--- config.mk ---
export PLATFORM = sky130hd
export DESIGN_NAME = ex_mem_stage_flat
export DESIGN_NICKNAME = d
export VERILOG_FILES = /design/src/rtl/core_pkg.sv /design/src/rtl/ex_mem_stage_if.sv /design/src/rtl/dmem_wait_timer.sv /design/src/rtl/ex_mem_stage.sv /design/src/flat_wrapper.sv
export SDC_FILE = /design/constraint.sdc
export NUM_CORES = 1
export LEC_CHECK = 0
export ABC_AREA = 1
export CORE_UTILIZATION = 35
export CTS_BUF_LIST = sky130_fd_sc_hd__clkbuf_8 sky130_fd_sc_hd__clkbuf_16
export DETAILED_ROUTE_END_ITERATION = 7
export PLACE_DENSITY = 0.72
export SLEW_MARGIN = 40
export SYNTH_ARGS = -nofsm -noshare
export SYNTH_HDL_FRONTEND = slang
export SYNTH_SLANG_ARGS = --single-unit
--- constraint.sdc ---
create_clock -name clk_i -period 1.36 [get_ports clk_i]
set_clock_uncertainty 0.2 [all_clocks]
set_input_delay 0.204 -clock clk_i [delete_from_list [all_inputs] [get_ports clk_i]]
set_output_delay 0.204 -clock clk_i [all_outputs]
set_load 0.02 [all_outputs]
--- src/rtl/core_pkg.sv ---
// Shared definitions for the RV32 core pipeline: memory-access FSM encoding,
// error-flag bit positions and the register-address width.
package core_pkg;

    typedef enum logic {
        MEM_IDLE = 1'b0,
        MEM_WAIT = 1'b1
    } mem_state_e;

    localparam int ERR_MISALIGN = 0;
    localparam int ERR_TIMEOUT  = 1;
    localparam int RegAddrW     = 5;

endpackage

--- src/rtl/ex_mem_stage_if.sv ---
// Data-memory req/ack bus between the MEM stage (master) and the data memory (slave).
interface ex_mem_stage_if #(
    parameter int DATA_W = 32,
    parameter int ADDR_W = 32
);
    logic              req;
    logic              we;
    logic [ADDR_W-1:0] addr;
    logic [DATA_W-1:0] wdata;
    logic              ack;
    logic [DATA_W-1:0] rdata;

    modport master (output req, we, addr, wdata, input  ack, rdata);
    modport slave  (input  req, we, addr, wdata, output ack, rdata);

endinterface

--- src/rtl/dmem_wait_timer.sv ---
// Counts WAIT cycles without ack and flags the cycle in which an access must be abandoned.
module dmem_wait_timer #(
    parameter int TIMEOUT = 16
) (
    input  logic clk_i,
    input  logic rst_n_i,
    input  logic clr,
    input  logic en,
    output logic tmo
);

    localparam int CNT_W = (TIMEOUT > 1) ? $clog2(TIMEOUT) : 1;
    localparam logic [CNT_W-1:0] LAST = CNT_W'((TIMEOUT == 0) ? 0 : TIMEOUT - 1);

    logic [CNT_W-1:0] wait_cnt;

    // TIMEOUT==0 disables the abort; the counter then simply wraps.
    assign tmo = (TIMEOUT != 0) & en & (wait_cnt == LAST);

    always_ff @(posedge clk_i or negedge rst_n_i) begin
        if (!rst_n_i) begin
            wait_cnt <= '0;
        end else if (clr || tmo) begin
            wait_cnt <= '0;
        end else if (en) begin
            wait_cnt <= wait_cnt + 1'b1;
        end
    end

endmodule

--- src/rtl/ex_mem_stage.sv ---
// EX/MEM register, data-memory req/ack controller and MEM/WB register of the RV32 core.
// Stalls upstream while an aligned load/store waits for ack or timeout.
module ex_mem_stage
    import core_pkg::*;
#(
    parameter int DATA_W  = 32,
    parameter int ADDR_W  = 32,
    parameter int TIMEOUT = 16
) (
    input  logic                clk_i,
    input  logic                rst_n_i,
    input  logic                ex_valid_i,
    input  logic [DATA_W-1:0]   ex_alu_res_i,
    input  logic [DATA_W-1:0]   ex_rs2_data_i,
    input  logic [RegAddrW-1:0] ex_rd_addr_i,
    input  logic                ex_regwrite_i,
    input  logic                ex_memread_i,
    input  logic                ex_memwrite_i,
    input  logic                ex_memtoreg_i,
    output logic                mem_stall_o,
    output logic                MEM_RegWrite,
    output logic [RegAddrW-1:0] MEM_rd_addr,
    output logic [DATA_W-1:0]   MEM_fwd_data,
    output logic                WB_RegWrite,
    output logic [RegAddrW-1:0] WB_rd_addr,
    output logic [DATA_W-1:0]   WB_data,
    ex_mem_stage_if.master      dmem,
    output logic [1:0]          err_o
);

    mem_state_e          state;
    logic                vld_p0, regwrite_p0, memread_p0, memwrite_p0, memtoreg_p0;
    logic [DATA_W-1:0]   alu_p0, rs2_p0;
    logic [RegAddrW-1:0] rd_p0;
    logic                vld_p1, regwrite_p1;
    logic [RegAddrW-1:0] rd_p1;
    logic [DATA_W-1:0]   data_p1;

    logic in_wait, ack, tmo, stall, memop, misalign, fault, ex_go;

    assign in_wait  = (state == MEM_WAIT);
    assign ack      = in_wait & dmem.ack;
    assign stall    = in_wait & ~dmem.ack & ~tmo;
    assign memop    = vld_p0 & (memread_p0 | memwrite_p0);
    assign misalign = memop & (alu_p0[1:0] != 2'b00);
    assign fault    = misalign | tmo;
    assign ex_go    = ex_valid_i & (ex_memread_i | ex_memwrite_i) & (ex_alu_res_i[1:0] == 2'b00);

    dmem_wait_timer #(.TIMEOUT(TIMEOUT)) u_timer (
        .clk_i   (clk_i),
        .rst_n_i (rst_n_i),
        .clr     (~in_wait | ack),
        .en      (in_wait & ~dmem.ack),
        .tmo     (tmo)
    );

    // A misaligned op never enters WAIT, so it retires after a single MEM cycle.
    always_ff @(posedge clk_i or negedge rst_n_i) begin
        if (!rst_n_i) begin
            state <= MEM_IDLE;
        end else if (!stall) begin
            state <= ex_go ? MEM_WAIT : MEM_IDLE;
        end
    end

    // EX -> MEM boundary
    always_ff @(posedge clk_i or negedge rst_n_i) begin
        if (!rst_n_i) begin
            vld_p0      <= 1'b0;
            regwrite_p0 <= 1'b0;
            memread_p0  <= 1'b0;
            memwrite_p0 <= 1'b0;
            memtoreg_p0 <= 1'b0;
            alu_p0      <= '0;
            rs2_p0      <= '0;
            rd_p0       <= '0;
        end else if (!stall) begin
            vld_p0      <= ex_valid_i;
            regwrite_p0 <= ex_regwrite_i;
            memread_p0  <= ex_memread_i;
            memwrite_p0 <= ex_memwrite_i;
            memtoreg_p0 <= ex_memtoreg_i;
            alu_p0      <= ex_alu_res_i;
            rs2_p0      <= ex_rs2_data_i;
            rd_p0       <= ex_rd_addr_i;
        end
    end

    // MEM -> WB boundary
    always_ff @(posedge clk_i or negedge rst_n_i) begin
        if (!rst_n_i) begin
            vld_p1      <= 1'b0;
            regwrite_p1 <= 1'b0;
            rd_p1       <= '0;
            data_p1     <= '0;
            err_o       <= 2'b00;
        end else begin
            vld_p1      <= vld_p0 & ~stall;
            regwrite_p1 <= regwrite_p0 & ~fault;
            rd_p1       <= rd_p0;
            data_p1     <= tmo ? '0 : (memtoreg_p0 ? dmem.rdata : alu_p0);
            if (misalign) err_o[ERR_MISALIGN] <= 1'b1;
            if (tmo)      err_o[ERR_TIMEOUT]  <= 1'b1;
        end
    end

    assign mem_stall_o  = stall;
    assign MEM_RegWrite = vld_p0 & regwrite_p0;
    assign MEM_rd_addr  = rd_p0;
    assign MEM_fwd_data = alu_p0;
    assign WB_RegWrite  = vld_p1 & regwrite_p1;
    assign WB_rd_addr   = rd_p1;
    assign WB_data      = data_p1;

    assign dmem.req   = in_wait;
    assign dmem.we    = memwrite_p0;
    assign dmem.addr  = ADDR_W'(alu_p0);
    assign dmem.wdata = rs2_p0;

endmodule

--- src/flat_wrapper.sv ---
// flat-port wrapper written by rule: the top's interface ports become plain ports
module ex_mem_stage_flat import core_pkg::*;
#(
    parameter int DATA_W  = 32,
    parameter int ADDR_W  = 32,
    parameter int TIMEOUT = 16
)
  (clk_i, rst_n_i, ex_valid_i, ex_alu_res_i, ex_rs2_data_i, ex_rd_addr_i, ex_regwrite_i, ex_memread_i, ex_memwrite_i, ex_memtoreg_i, mem_stall_o, MEM_RegWrite, MEM_rd_addr, MEM_fwd_data, WB_RegWrite, WB_rd_addr, WB_data, err_o, dmem_req, dmem_we, dmem_addr, dmem_wdata, dmem_ack, dmem_rdata);
  ex_mem_stage_if #(.DATA_W(DATA_W), .ADDR_W(ADDR_W)) dmem_i ();
  input  logic clk_i;
  input  logic rst_n_i;
  input  logic ex_valid_i;
  input  logic [DATA_W-1:0] ex_alu_res_i;
  input  logic [DATA_W-1:0] ex_rs2_data_i;
  input  logic [RegAddrW-1:0] ex_rd_addr_i;
  input  logic ex_regwrite_i;
  input  logic ex_memread_i;
  input  logic ex_memwrite_i;
  input  logic ex_memtoreg_i;
  output logic mem_stall_o;
  output logic MEM_RegWrite;
  output logic [RegAddrW-1:0] MEM_rd_addr;
  output logic [DATA_W-1:0] MEM_fwd_data;
  output logic WB_RegWrite;
  output logic [RegAddrW-1:0] WB_rd_addr;
  output logic [DATA_W-1:0] WB_data;
  output logic [1:0] err_o;
  output wire logic [$bits(dmem_i.req)-1:0] dmem_req;
  output wire logic [$bits(dmem_i.we)-1:0] dmem_we;
  output wire logic [$bits(dmem_i.addr)-1:0] dmem_addr;
  output wire logic [$bits(dmem_i.wdata)-1:0] dmem_wdata;
  input wire logic [$bits(dmem_i.ack)-1:0] dmem_ack;
  input wire logic [$bits(dmem_i.rdata)-1:0] dmem_rdata;
  assign dmem_req = dmem_i.req;
  assign dmem_we = dmem_i.we;
  assign dmem_addr = dmem_i.addr;
  assign dmem_wdata = dmem_i.wdata;
  assign dmem_i.ack = dmem_ack;
  assign dmem_i.rdata = dmem_rdata;
  ex_mem_stage #(.DATA_W(DATA_W), .ADDR_W(ADDR_W), .TIMEOUT(TIMEOUT)) u_core (.clk_i(clk_i), .rst_n_i(rst_n_i), .ex_valid_i(ex_valid_i), .ex_alu_res_i(ex_alu_res_i), .ex_rs2_data_i(ex_rs2_data_i), .ex_rd_addr_i(ex_rd_addr_i), .ex_regwrite_i(ex_regwrite_i), .ex_memread_i(ex_memread_i), .ex_memwrite_i(ex_memwrite_i), .ex_memtoreg_i(ex_memtoreg_i), .mem_stall_o(mem_stall_o), .MEM_RegWrite(MEM_RegWrite), .MEM_rd_addr(MEM_rd_addr), .MEM_fwd_data(MEM_fwd_data), .WB_RegWrite(WB_RegWrite), .WB_rd_addr(WB_rd_addr), .WB_data(WB_data), .dmem(dmem_i), .err_o(err_o));
endmodule
### Word level (Yosys, flattened, before mapping)

Index checks and enable logic that the tools add are counted.

* logic and storage cells: 48
* register bits after elaboration: 120
* output and inout bits: 145

* mux-type cells: 5
* reductions and logical operators: 4
* bitwise logic cells: 21
* eq/ne operators: 1
* add/sub/neg operators: 1

Operator list (count)
* $mux 32: 2
* $and 1x1->1: 12
* $mux 4: 2
* $not 1->1: 5
* $add 4x1->4 const B: 1
* $eq 4x4->1 const B: 1
* $or 1x1->1: 4
* $reduce_bool 2->1: 2
* $logic_not 2->1: 1
* $logic_or 1x1->1: 1
* $mux 1: 1

### Depth between registers and ports, before layout

Gate-level depths: netlist (run 1).

* depth after elaboration: 7
* mapped depth: 7
* mapped depth without buffers: 5

### Modules after synthesis

Synthesis (run 1) repeated with hierarchy kept, for this count alone.

* cells, all modules: 514
* area total of the unflattened synthesis: 4919.7 sq um

By module, submodules not included
* ex_mem_stage: times used 1, area each 4700.8 sq um, cells an instance 485
* dmem_wait_timer: times used 1, area each 219.0 sq um, cells an instance 29

### Least setup slack after synthesis (run 1)

No wires, ideal clock.

* path kind: reg-to-output
* from: register u_core.u_timer.wait_cnt[0]
* to: output port mem_stall_o
* data arrival time: 1.113 ns
* required time: 0.956 ns
* stages on the path, launching flop included: 6
* slack: -0.157 ns
* path buffers: 1
* path through: dfrtp_1 -> ha_1 -> nand3_2 -> nand2_4 -> buf_6 -> inv_1

* longest elaborated chain between the ends: 4

Ends and longest elaborated chain
* start, declared: line dmem_wait_timer.sv:15 `logic [CNT_W-1:0] wait_cnt;`
* start signal, assigned: line dmem_wait_timer.sv:26 `wait_cnt <= wait_cnt + 1'b1;`
* $eq 4x4->1: line dmem_wait_timer.sv:18 `assign tmo = (TIMEOUT != 0) & en & (wait_cnt == LAST);`
* $and 1x1->1: line dmem_wait_timer.sv:18
* $not 1->1: line ex_mem_stage.sv:43 `assign stall = in_wait & ~dmem.ack & ~tmo;`
* $and 1x1->1: line ex_mem_stage.sv:43
* end, declared: line flat_wrapper.sv:20 `output logic mem_stall_o;`

No other way between the ends.

### Final worst setup path (run 1)

* from: register u_core.u_timer.wait_cnt[1]
* to: output port mem_stall_o

Same word-level chain as after synthesis.

==> results of run 1 <==
[flip-flops by register name (all words and copies together), names as in the netlist, 2 cells and up]
register / flops
u_core.err_o: 2
u_core.WB_rd_addr: 5
u_core.MEM_fwd_data: 32
u_core.WB_data: 32
u_core.dmem.wdata: 32
u_core.u_timer.wait_cnt: 4
u_core.MEM_rd_addr: 5
[cells in the mapped netlist (all sizes together)]
master / number
inv: 81
a21oi: 32
nor2: 75
o21ai: 75
o21bai: 2
nand3: 2
xnor2: 1
nand2: 81
dfrtp: 120
ha: 1
buf: 57
or2: 1
nand4: 1
o211ai: 1
clkbuf: 1
[kinds of logic after synthesis]
family | synth area share, %
AND/OR/NAND/NOR | 13.0
buffers and inverters | 14.5
flip-flops | 60.2
AO/OA/AOI/OAI | 11.9
XOR/XNOR | 0.176
adder cells (fa/ha/maj) | 0.251
[timing repair]
action	in CTS	in global routing
buffers inserted	16	17
endpoints found under the hold margin	120	0
resized for setup	773	90
endpoints found under the setup margin	256	225
pin swaps	3	3
hold buffers	1	0
cloned	5	10
[worst min-delay path by stage]
| stage | end | slack, ns | startpoint | cells after the start |
|---|---|---|---|---|
| floorplan | u_core.MEM_fwd_data[0] | -0.29 | rst_n_i | 0 |
| global placement | u_core.MEM_fwd_data[19] | -0.08 | rst_n_i | 1 |
| detailed placement | u_core.WB_data[19] | -0.09 | rst_n_i | 1 |
| CTS | u_core.MEM_fwd_data[17] | 0.03 | rst_n_i | 2 |
| global route | u_core.MEM_fwd_data[17] | 0.04 | rst_n_i | 2 |
| finish | u_core.MEM_fwd_data[17] | 0.05 | rst_n_i | 2 |
[placed cells by master (no fill, tap or decap), types with 2 or more instances in the layout]
cell	count
buf_6	122
dfrtp_1	115
clkdlybuf4s50_1	107
inv_1	83
nor2_1	71
nand2_1	65
buf_4	52
o21ai_1	43
a21oi_1	32
buf_2	31
o21ai_2	26
clkbuf_16	25
nand2_2	15
buf_12	10
o21ai_0	6
clkbuf_8	5
dfrtp_2	5
clkinvlp_4	4
buf_16	4
buf_8	4
nor2_2	3
o21bai_1	2
bufinv_16	2
[layer usage]
layer / vias up / GRT usage [%]
li1: 2220 / -
met1: 2158 / 22.2
met2: 191 / 35.7
met3: 16 / 5.03
met4: 0 / 7.87
met5: - / 0
[report_power, final]
group / total [mW] / leakage [nW] / switching, mW / internal [mW]
registers: 4.10 / 1.42 / 0.218 / 3.88
logic: 2.48 / 2.90 / 1.21 / 1.28
clock network: 4.41 / 0.299 / 1.50 / 2.91
total: 11.0 / 4.62 / 2.92 / 8.07
[final cells by class]
type                    instances  area [um^2]
fillers                      1054         4770
repair buffers                340         3600
flip-flops and latches        120         3010
inverters                      81          308
clock buffers                  22          494
multi-input cells             272         1370
well taps                     180          225
clock inverters                10          103
[stage by stage]
stage               TNS, ns  instances  setup slack, ns  util [%]
floorplan             -5.43        531          -0.0977         -
global placement     -41.54        944           -0.615      55.6
detailed placement   -41.25        944           -0.595      55.6
CTS                  -30.18        998           -0.402      61.1
global route         -43.62       1025           -0.443      65.6
finish               -35.36       1025           -0.392      65.6
==> impl_metrics.toml, run 1 <==
[synthesis]
syn_area_per_cell_um2 = 9.40
synth.top_cells.by_area = "dfrtp_1 60%, inv_1 6.1%, nor2_1 5.6%"
netlist_area_mm2 = 0.00499
synthDominantCellAreaShare_pct = 60.2
synth_warnings = 0
seq_area_frac_synth_pct = 60.2
synth_largest_area_cell = "dfrtp_1"
ys_ff_latch = 120
synthCells = 531
synth_nets = 641
ys_types = 23

[timing]
setup_violations = 154
fmax_ghz = 0.571
relSlewSlack_pct = 79.0
hold_violations = 0
fin_crit_sh_pct = 129
slew_violations = 0
setup_ws_ns = -0.392
rsz0062_at_grt = "yes"
tightest_slew_ns = 0.315
finalCriticalPeriod_ns = 1.75
finalHoldWorstSlack_ns = 0.0540

[critical_path]
r2r_cells = 7
worstPathRequired_ns = 0.96
slowest_delay_ns = 0.39
worstSetupEndpoint = "mem_stall_o"
critPathTopFamily = "flip-flops"
path_cells = "ha_4 > nand3_4 > nand2_4 > clkinvlp_4 > buf_6"
critical_path_buf_inv_count = 2
timing.rr.end = "u_core.dmem.wdata[23]"
criticalPathCategory = "flop to output pin"
worst_setup_path_start_kind = "flop"
arrival_ns = 1.35
path_max_fanout = 2
r2r_setup_slack_ns = -0.39
cp.depth = 5
crit_start = "u_core.u_timer.wait_cnt[1]"
r2r_start = "u_core.u_timer.wait_cnt[1]"
end_kind = "output pin"
cp_slowest_cell = "dfrtp_1"

[flow_run]
drv_cap = 0

[global_route]
grt_pass1_vias = 4579
grt_max_degree = 41
grt_pass1_wl_mm = 22.1
overflow = 0
grt_usage_pct = 19.8
grt_antenna_before_repair = 0

[finish]
nNetsFinal = 942
antenna_cells = 0
syn_to_final_growth_pct = 82.6
drive_gt1_share_pct = 37.4
fin_area_mm2 = 0.00911

[clock_network]
htree_levels = 4
cts_tree = "done"
cts_max_path_buffers = 2
clockRootBuffer = "clkbuf_16"
cts_buffers = 17
cts_sinks = 120
cts.clk_slew.worst_paths_ns = 0.05
clock_latency_ns = 0.40

[detailed_routing]
totalWireLength_mm = 15.5
top_layer = "met4"
ant_nets = 0
num_vias = 4585
via_per_inst = 4.47
drcViolationCount = 0
drt-met1-wl_mm = 5.97
wl_met3_um = 969
firstDrtPassIters = 4
wl_per_cell_um = 15.2
drt_iter0_drc = 192
wl_met2_mm = 8.37

[place]
dpl.hpwl_mm = 9.98
port_buffers = 253
placed_area_mm2 = 0.00772
gp_congestion = 0.818

[status]
violations = "setup timing"
status = "finished, violations left"

[die]
die_h_um = 121
start_util_pct = 36.0
placementRows = 43
die-area_mm2 = 0.0147
core_mm2 = 0.0139
die_x_um = 121
io_pins = 254

[hold_path]
hold_path.class = "primary input to asynchronous set/reset pin"

[power_and_ir_drop]
power_mw = 11.0
leakage_nw = 4.62
ir_worst_vdd_mv = 0.634
powerDensity_mw_per_mm2 = 1210
No activity file was read; power rests on OpenSTA's default activity.
==> inputs of run 2 (changes only) <==
Settings changed: CORE_MARGIN set to 5, CTS_CLUSTER_DIAMETER set to 40, RECOVER_POWER set to 25.
==> impl_metrics.toml, run 2 (synthesis results as in run 1) <==
[place]
dpl.hpwl_mm = 10.6
placed_area_mm2 = 0.00769
port_buffers = 253
dp_slack_ns = -0.607
gp_congestion = 0.835
dp_cells = 938

[timing]
setup_ws_ns = -0.401
tns_ns = -25.28
fmax_ghz = 0.568
slew_violations = 0
relSlewSlack_pct = 53.8
hold_violations = 0
finalHoldWorstSlack_ns = 0.131
rsz0062_at_grt = "yes"
setup_violations = 173
tightest_slew_ns = 0.693
finalCriticalPeriod_ns = 1.76
fin_crit_sh_pct = 129

[die]
die_x_um = 129
core_mm2 = 0.0139
die_h_um = 129
placementRows = 43
die-area_mm2 = 0.0167
start_util_pct = 35.8
io_pins = 254

[power_and_ir_drop]
power_mw = 10.9
powerDensity_mw_per_mm2 = 1280
ir_worst_vdd_mv = 0.773
leakage_nw = 4.32

[detailed_routing]
firstDrtPassIters = 4
totalWireLength_mm = 15.1
drt_iter0_drc = 233
ant_nets = 0
wl_per_cell_um = 15.2
via_per_inst = 4.44
drcViolationCount = 0
num_vias = 4421

[clock_network]
clock_latency_ns = 0.41
cts.clk_slew.worst_paths_ns = 0.06
cts_max_path_buffers = 2
clockRootBuffer = "clkbuf_16"
cts_buffers = 17
cts_sinks = 120
cts_tree = "done"
htree_levels = 4

[global_route]
grt_antenna_before_repair = 0
grt_max_degree = 58
overflow = 0
grt_usage_pct = 18.2
grt_pass1_vias = 4775
grt_pass1_wl_mm = 23.8

[finish]
syn_to_final_growth_pct = 70.5
stdcell_count = 995
layout_commonest_cell = "dfrtp_1"
nNetsFinal = 912
drive_gt1_share_pct = 32.5
final_cell_mix = "115 x dfrtp_1, 108 x buf_6, 107 x clkdlybuf4s50_1, 80 x inv_1, 72 x nor2_1"
fillers = 1149
antenna_cells = 0
fin_util_pct = 61.1
fin_area_mm2 = 0.00851

[critical_path]
arrival_ns = 1.36
critical_path_buf_inv_count = 2
slowest_delay_ns = 0.39
r2r_setup_slack_ns = -0.34
worst_setup_path_start_kind = "flop"
cp_slowest_cell = "dfrtp_1"
criticalPathCategory = "flop to output pin"
path_cells = "ha_4 > nand3_4 > nand2_4 > clkinvlp_4 > buf_6"
end_kind = "output pin"
critPathTopFamily = "flip-flops"
path_max_fanout = 2
worstPathRequired_ns = 0.96

[status]
status = "finished, violations left"
violations = "setup timing"

[flow_run]
drv_cap = 0

[hold_path]
hold_path.class = "primary input to flop"
[run 2: metal layers]
metal | routed length [um] | track usage (%) | vias to the layer above
met3 | 1300 | 6.84 | 28
met2 | 7660 | 31.4 | 188
met1 | 5820 | 20.6 | 2053
met5 | 0 | 0 | -
met4 | 337 | 7.27 | 0
li1 | - | - | 2152
[run 2: worst paths after layout]
| check | cells past startpoint | to | start |
|---|---|---|---|
| setup / recovery | 5 | mem_stall_o | u_core.u_timer.wait_cnt[0] |
| hold reg to reg | 0 | u_core.WB_rd_addr[4] | u_core.MEM_rd_addr[4] |
| setup reg to reg | 6 | u_core.dmem.wdata[9] | u_core.u_timer.wait_cnt[0] |
| max in group asynchronous | 3 | u_core.memtoreg_p0 | rst_n_i |
| hold / removal | 3 | u_core.dmem.wdata[22] | ex_rs2_data_i[22] |
| min in group asynchronous | 3 | u_core.regwrite_p1 | rst_n_i |
[run 2: cell type report]
cell class | count | area (um^2) | share of cell area (%)
tap | 180 | 225 | 2.65
sequential | 120 | 3010 | 35.4
timing repair buffer | 310 | 3070 | 36.0
inverter | 81 | 308 | 3.62
clock buffer | 19 | 453 | 5.32
multi-input combinational | 272 | 1300 | 15.2
clock inverter | 13 | 154 | 1.81
[run 2: repair_timing]
action,CTS,global route
gates cloned,2,2
buffers inserted,19,0
hold endpoints to repair,120,0
pin swaps,0,1
endpoints found under the setup margin,255,243
hold buffers,2,0
gates resized for setup,775,24
[run 2: where the power goes]
part           switching (mW)  total [mW]  internal [mW]
sequential              0.209        4.09           3.88
clock                    1.57        4.53           2.96
combinational            1.15        2.28           1.12
total                    2.93        10.9           7.95
[run 2: worst register-to-register path: cells and delay by family, from the launching register on]
family	cells	cell delay, ns
and+or+nand+nor	2	0.18
AOI/OAI and AO/OA	1	0.09
adders and majority gates	1	0.17
buffers and inverters	2	0.56
DFF	1	0.39
==> inputs of run 3 (changes only) <==
Settings changed: ABC_AREA 1 to 0, MAX_ROUTING_LAYER set to met4, PLACE_DENSITY 0.72 to 0.73.
==> impl_metrics.toml, run 3 <==
[timing]
tightest_slew_ns = 0.665
setup_ws_ns = -0.393
finalHoldWorstSlack_ns = 0.184
setup_violations = 183
relSlewSlack_pct = 55.7
fmax_ghz = 0.570
hold_violations = 0
slew_violations = 0
tns_ns = -35.35
fin_crit_sh_pct = 129
rsz0062_at_grt = "yes"
finalCriticalPeriod_ns = 1.75

[critical_path]
arrival_ns = 1.84
worstPathRequired_ns = 1.45
end_kind = "flop"
worst_setup_path_start_kind = "flop"
criticalPathCategory = "flop to flop"
r2r_setup_slack_ns = -0.39
path_max_fanout = 12

[synthesis]
synth_common_cells = "120 x dfrtp_1, 64 x mux2_2, 38 x nor2_1"
ys_types = 21
synth_warnings = 0
synth_largest_area_cell = "dfrtp_1"
synth_nets = 440
ys_ff_latch = 120
seq_area_frac_synth_pct = 62.6
synthCells = 330
synthDominantCellAreaShare_pct = 62.6
syn_area_per_cell_um2 = 14.5
yosysMostFrequentCell = "dfrtp_1"
netlist_area_mm2 = 0.00479
synth_async_sr_flop_share_pct = 100
synthFlopType = "dfrtp_1"
synth-edff-count = 0
synth.top_cells.by_area = "dfrtp_1 63%, mux2_2 15%, mux2i_1 6.7%"

[die]
die-area_mm2 = 0.0161
placementRows = 42
io_pins = 254
die_x_um = 127
start_util_pct = 35.9
die_h_um = 127
core_mm2 = 0.0133

[hold_path]
hold_path.class = "primary input to asynchronous set/reset pin"

[status]
violations = "setup timing"
status = "finished, violations left"

[global_route]
grt_antenna_before_repair = 0
grt_max_degree = 67
grt_pass1_vias = 4218
grt_usage_pct = 19.1
overflow = 0
grt_pass1_wl_mm = 22.9

[detailed_routing]
drcViolationCount = 0
totalWireLength_mm = 15.5
drt_iter0_drc = 167
num_vias = 3746
via_per_inst = 4.51
wl_per_cell_um = 18.7
ant_nets = 0
firstDrtPassIters = 4

[power_and_ir_drop]
ir_worst_vdd_mv = 0.744
powerDensity_mw_per_mm2 = 1210
power_mw = 11.0
leakage_nw = 4.18

[finish]
drive_gt1_share_pct = 58.9
syn_to_final_growth_pct = 89.9
antenna_cells = 0
final_cell_mix = "135 x buf_6, 110 x dfrtp_1, 107 x clkdlybuf4s50_1, 65 x buf_4, 62 x mux2_2"
nNetsFinal = 752
layout_commonest_cell = "buf_6"
fin_util_pct = 68.2
stdcell_count = 830

[clock_network]
clockRootBuffer = "clkbuf_16"
cts_buffers = 17
cts_sinks = 120
cts_tree = "done"
clock_latency_ns = 0.41
htree_levels = 4
cts.clk_slew.worst_paths_ns = 0.05
cts_max_path_buffers = 2

[place]
dpl.hpwl_mm = 10.4
dp_cells = 747
gp_congestion = 0.781
port_buffers = 253

[flow_run]
drv_cap = 0
run 3: changes by cell type in the layout (fill, tap and decap cells not counted), moves of 13 or more:
cell	previous run	this run
mux2i_1	0	32
buf_6	108	135
buf_4	35	65
inv_1	80	2
a21oi_1	32	0
buf_2	42	12
mux2_2	0	62
o21ai_0	13	0
nand2_1	69	2
o21ai_1	52	0
nor2_4	1	24
nor2_1	72	8
run 3: logic make-up (layout without fill, tap and decap cells):
kind of cell / Yosys count / count (layout) / synth area share (%)
DFF: 120 / 120 / 62.6
muxes: 106 / 106 / 24.8
and+or+nand+nor: 50 / 50 / 4.39
buffers and inverters: 49 / 373 / 7.15
AOI/OAI and AO/OA: 2 / 2 / 0.339
xor gates and xnor gates: 2 / 2 / 0.366
adders and majority gates: 1 / 1 / 0.261
run 3: timing repair:
item | CTS | global route
endpoints found under the setup margin | 258 | 243
buffers inserted | 27 | 20
resized for setup | 814 | 132
hold buffers | 2 | 0
pin swaps | 21 | 14
cloned | 4 | 3
hold endpoints to repair | 120 | 0
run 3: worst max-delay path, stage by stage, from the launching register on:
cell,delay (ns)
dfrtp_1,0.41
ha_4,0.18
nand3_4,0.07
nand2b_4,0.09
inv_6,0.07
buf_6,0.13
buf_12,0.14
mux2_2,0.34
run 3: worst paths after layout:
kind | from | endpoint | depth (start not counted)
max reg2reg | u_core.u_timer.wait_cnt[0] | u_core.dmem.wdata[10] | 7
min in group clk_i | ex_alu_res_i[25] | u_core.MEM_fwd_data[25] | 2
max in group asynchronous | rst_n_i | u_core.dmem.req | 3
min reg2reg | u_core.MEM_rd_addr[0] | u_core.WB_rd_addr[0] | 1
min | rst_n_i | u_core.WB_rd_addr[4] | 3
max | u_core.u_timer.wait_cnt[0] | u_core.dmem.wdata[10] | 7
run 3: area by class of cell:
class                           count  area, um^2
Inverter                            1        8.76
Multi-Input combinational cell    161        1710
Tap cell                          176         220
Clock inverter                     11         130
Fill cell                         946        4250
Clock buffer                       20         467
Sequential cell                   120        3020
Timing Repair Buffer              341        3550
run 3: routing by layer:
layer | GRT usage, % | wire (um) | vias to the layer above
li1 | - | - | 1718
met1 | 20.0 | 5700 | 1838
met2 | 33.0 | 8320 | 162
met3 | 6.64 | 1120 | 28
met4 | 7.70 | 372 | 0
met5 | - | 0 | -
run 3: stage by stage:
| stage | area, um^2 | worst slack, ns |
|---|---|---|
| after floorplan | 4810 | -0.390 |
| after global placement | 7580 | -0.794 |
| after detailed placement | 7580 | -0.765 |
| after CTS | 8530 | -0.407 |
| after global routing | 9100 | -0.453 |
| final | 9100 | -0.393 |
run 3: report_power, final:
part | switching [mW] | total (mW) | internal (mW) | leakage [nW]
Clock | 1.51 | 4.49 | 2.98 | 0.304
Sequential | 0.221 | 4.08 | 3.86 | 1.40
Combinational | 1.02 | 2.41 | 1.39 | 2.48
Total | 2.75 | 11.0 | 8.23 | 4.18
